`src/rtl/alu_arbiter.sv`:
```
// Round-robin scheduler for two requesters sharing one byte-serial ALU.
// Sequences clear/start/A/M loads, returns the result and aborts jobs whose finish never arrives.
module alu_arbiter #(
    parameter int unsigned TIMEOUT = 32
) (
    input  logic       clk,
    input  logic       rst,
    input  logic       req0,
    input  logic       req1,
    input  logic [1:0] sel0,
    input  logic [1:0] sel1,
    input  logic [7:0] a0,
    input  logic [7:0] a1,
    input  logic [7:0] m0,
    input  logic [7:0] m1,
    output logic       done0,
    output logic       done1,
    output logic       err0,
    output logic       err1,
    output logic [7:0] result,
    output logic       busy,
    output logic       alu_rst,
    output logic       alu_start,
    output logic [1:0] alu_sel,
    output logic [7:0] alu_inbus,
    input  logic [7:0] alu_outbus,
    input  logic       alu_finish
);

    localparam int unsigned    CNT_W    = $clog2(TIMEOUT);
    localparam logic [CNT_W-1:0] CNT_LAST = CNT_W'(TIMEOUT - 1);

    typedef enum logic [2:0] {
        S_IDLE,
        S_CLR,
        S_LOAD_A,
        S_HOLD_A,
        S_LOAD_M,
        S_DONE,
        S_ERR
    } state_t;

    state_t           state_q;
    logic             last_q;
    logic             gnt_q;
    logic             gnt_d;
    logic [1:0]       sel_q;
    logic [7:0]       a_q;
    logic [7:0]       m_q;
    logic [CNT_W-1:0] cnt_q;
    logic [7:0]       result_q;

    // On a tie the requester not served last wins; otherwise whoever is asking.
    assign gnt_d = (req0 && req1) ? ~last_q : req1;

    always_ff @(posedge clk or posedge rst) begin
        if (rst) begin
            state_q  <= S_IDLE;
            last_q   <= 1'b1;
            gnt_q    <= 1'b0;
            sel_q    <= '0;
            a_q      <= '0;
            m_q      <= '0;
            cnt_q    <= '0;
            result_q <= '0;
        end else begin
            case (state_q)
                S_IDLE: begin
                    if (req0 || req1) begin
                        gnt_q   <= gnt_d;
                        last_q  <= gnt_d;
                        sel_q   <= gnt_d ? sel1 : sel0;
                        a_q     <= gnt_d ? a1 : a0;
                        m_q     <= gnt_d ? m1 : m0;
                        state_q <= S_CLR;
                    end
                end
                S_CLR:    state_q <= S_LOAD_A;
                S_LOAD_A: state_q <= S_HOLD_A;
                S_HOLD_A: begin
                    cnt_q   <= '0;
                    state_q <= S_LOAD_M;
                end
                S_LOAD_M: begin
                    // Finish wins over the timeout on the same edge.
                    if (alu_finish) begin
                        result_q <= alu_outbus;
                        state_q  <= S_DONE;
                    end else if (cnt_q == CNT_LAST) begin
                        result_q <= '0;
                        state_q  <= S_ERR;
                    end else begin
                        cnt_q <= cnt_q + CNT_W'(1);
                    end
                end
                S_DONE:  state_q <= S_IDLE;
                S_ERR:   state_q <= S_IDLE;
                default: state_q <= S_IDLE;
            endcase
        end
    end

    assign busy      = (state_q != S_IDLE);
    assign alu_rst   = rst || (state_q == S_CLR) || (state_q == S_ERR);
    assign alu_start = (state_q == S_LOAD_A);
    assign alu_sel   = busy ? sel_q : '0;
    assign result    = result_q;
    assign done0     = ((state_q == S_DONE) || (state_q == S_ERR)) && !gnt_q;
    assign done1     = ((state_q == S_DONE) || (state_q == S_ERR)) && gnt_q;
    assign err0      = (state_q == S_ERR) && !gnt_q;
    assign err1      = (state_q == S_ERR) && gnt_q;

    always_comb begin
        alu_inbus = '0;
        case (state_q)
            S_LOAD_A, S_HOLD_A: alu_inbus = a_q;
            S_LOAD_M:           alu_inbus = m_q;
            default:            alu_inbus = '0;
        endcase
    end

endmodule

```
`config.mk`:
```
export PLATFORM = sky130hd
export DESIGN_NAME = alu_arbiter
export DESIGN_NICKNAME = d
export VERILOG_FILES = /design/src/rtl/alu_arbiter.sv
export SDC_FILE = /design/constraint.sdc
export NUM_CORES = 1
export LEC_CHECK = 0
export ABC_CLOCK_PERIOD_IN_PS = 1700
export CAP_MARGIN = 20
export CORE_UTILIZATION = 43
export DETAILED_ROUTE_END_ITERATION = 7
export PLACE_DENSITY_LB_ADDON = 0.08
export REMOVE_ABC_BUFFERS = 1
export SKIP_LAST_GASP = 1
export SLEW_MARGIN = 10
export SYNTH_ARGS = -nofsm -noshare
export SYNTH_HDL_FRONTEND = slang
export SYNTH_SLANG_ARGS = --single-unit
```
`constraint.sdc`:
```
create_clock -name clk -period 1.7 [get_ports clk]
set_input_delay 0.17 -clock clk [delete_from_list [all_inputs] [get_ports clk]]
set_output_delay 0.17 -clock clk [all_outputs]
set_load 0.05 [all_outputs]
```
==> results <==
==> metal layers <==
metal | global-route usage (%) | up-vias | routed length [um]
met5 | 0 | - | 0
li1 | - | 796 | -
met2 | 39.13 | 66 | 2793
met4 | 8.777 | 0 | 99
met3 | 5.068 | 9 | 246
met1 | 30.17 | 826 | 2151
==> final cells by class <==
class	instances	area [um2]	area share, %
well taps	50	62.56	2.060
clock inverters	3	18.77	0.6180
flip-flops and latches	36	904.6	29.79
repair buffers	94	1049	34.53
inverters	5	18.77	0.6180
clock buffers	5	68.82	2.266
multi-input cells	108	914.6	30.12
==> stage by stage <==
stage	hold WS (ns)	setup slack [ns]	std cells	power, mW	setup TNS [ns]
finish	0.3297	-0.05538	301	6.083	-0.2170
floorplan	0.2400	-0.3155	149	3.521	-6.738
global route	0.3964	-0.1269	301	6.342	-0.7641
CTS	0.3557	-0.06573	297	5.770	-0.2457
detailed placement	0.4780	0.01717	282	5.046	0
global placement	0.4646	0.1065	282	4.932	0
==> cells in the mapped netlist (2+ instances only) <==
| cell type | count | area (um2) |
|---|---|---|
| a21oi_1 | 3 | 15.01 |
| a22o_1 | 12 | 105.1 |
| a31oi_1 | 2 | 12.51 |
| a32o_1 | 3 | 30.03 |
| and2_1 | 3 | 18.77 |
| and3_1 | 2 | 12.51 |
| buf_2 | 4 | 20.02 |
| buf_6 | 2 | 22.52 |
| clkbuf_1 | 3 | 11.26 |
| dfrtp_1 | 35 | 875.8 |
| ha_1 | 2 | 25.02 |
| inv_1 | 4 | 15.01 |
| mux2i_1 | 3 | 30.03 |
| nand2_1 | 8 | 30.03 |
| nand2b_1 | 3 | 18.77 |
| nand3_1 | 6 | 30.03 |
| nand3b_1 | 19 | 142.6 |
| nor2_1 | 8 | 30.03 |
| o21ai_1 | 2 | 10.01 |
| o221a_1 | 18 | 202.7 |
==> worst max-delay path: stages, from the launching register on <==
cell     delay, ns
dfrtp_2       0.45
buf_6         0.14
nor3b_4       0.28
a22o_1        0.26
buf_12        0.15
==> kinds of logic after synthesis <==
kind of cell	share of synthesized area (%)
and+or+nand+nor	19.86
AOI/OAI and AO/OA	23.29
DFF	49.38
buffers and inverters	3.972
muxes	1.644
adders and majority gates	1.370
xor gates and xnor gates	0.4795
==> repair_timing <==
| item | in CTS | in global routing |
|---|---|---|
| buffers inserted | 7 | 4 |
| pin swaps | 6 | 5 |
| endpoints found under the setup margin | 10 | 41 |
| gates cloned | 0 | 0 |
| hold endpoints to repair | 0 | 0 |
| gates resized for setup | 5 | 18 |
==> state kept, by name (all words and copies together) (netlist names) <==
name	flops
cnt_q	5
result	8
gnt_q	1
state_q	3
sel_q	2
last_q	1
a_q	8
m_q	8
==> worst paths after layout <==
kind                            start           end  slack [ns]  depth (start not counted)
max                        state_q[1]  alu_inbus[3]       -0.06                          4
min                               rst      cnt_q[2]        0.33                          3
max reg2reg                  cnt_q[0]     result[7]        0.08                          5
min reg2reg                  cnt_q[3]      cnt_q[3]        0.48                          1
max in group asynchronous         rst    state_q[1]        1.03                          3
min in group clk             cnt_q[3]      cnt_q[3]        0.48                          1
==> power by group <==
group | leakage, nW | switching, mW | internal [mW]
clock network | 0.0479 | 0.314 | 0.285
logic | 0.789 | 2.18 | 1.81
registers | 0.421 | 0.259 | 1.24
total | 1.26 | 2.75 | 3.33
==> impl_metrics.toml <==
[cts]
clk_pin_slew_ns = 0.07
cts_max_level = 2
worst_skew_pair.late_latency_ns = 0.29
cts_made_buffers = 5
root_buffer = "clkbuf_8"
clock_sinks = 36
cts_tree = "built"
postCtsHoldBufs = 0
cts_buffer_depth = 2

[layout]
drive_gt1_share_pct = 27.89
final_common_cell = "clkdlybuf4s50_1"
fillers = 252
diodes = 0
final_area_um2 = 3037
nNetsFinal = 301
area_growth_pct = 66.23
utilization_pct = 75.37
layout_common_cells = "clkdlybuf4s50_1, dfrtp_1, nand3b_1, buf_4, o221a_1"

[synth]
yosysWarnings = 0
ys_seq_area_share_pct = 49.38
synth_area_um2 = 1827
netlist_instances = 158
async_flop_share_pct = 100.0
synth_edf_count = 0
syn_area_per_cell_um2 = 11.56
synth_seq_cells = 36
synth_ff_type = "dfrtp_1"
ys_types = 36

[drt]
wire_per_inst_um = 17.57
viasPerCell = 5.638
routed_wirelength_mm = 5.290
drtIter0Drc = 65
dr.pass1.iters = 4
drc = 0
vias = 1697
detail-route-antenna-nets = 0

[setup_path]
worstPathArrival_ns = 1.59
cp-end-kind = "output port"
critPathKind = "flop to output port"
worstPathRequired_ns = 1.53
path_max_fanout = 5
cp-start-kind = "flop"

[sta]
fin_ws_ns = -0.05538
max_freq_ghz = 0.5697
setup_viol = 8
timing.final.crit_share_pct = 103.3
worst_pin_slew_ns = 0.5157
slew_headroom_pct = 65.51
finalCriticalPeriod_ns = 1.755
final_hold_viol_count = 0
rsz0062_at_grt = "yes"
finClkSkew_ns = 0.006979
drv_slew = 0

[grt]
grt_pass1_wl_mm = 7.769
grt_overflow = 0
antenna_found_initial = 0
grt_pass1_vias = 1647
track_usage_pct = 23.63
grt_max_degree = 37

[placement]
globalplace.congestion = 0.8138
hpwlAfterDp_mm = 3.609
io_buffers = 73
place_area_um2 = 2774

[pwr]
power.density_nw_per_um2 = 2003
vdd.ir_drop.worst_uv = 1222
power_leakage_nw = 1.258

[die]
die_area_um2 = 4513
row_count = 23
pin_count = 74
die_y_um = 67.18
die_w_um = 67.18
initial_utilization_pct = 45.34
core_area_um2 = 4029

[min_path]
hold_path.class = "input pin to async pin"

[status]
violations = "negative setup slack"
status = "finished with violations"

[run]
drv_cap = 0
Power figures use the tool's default switching activity.
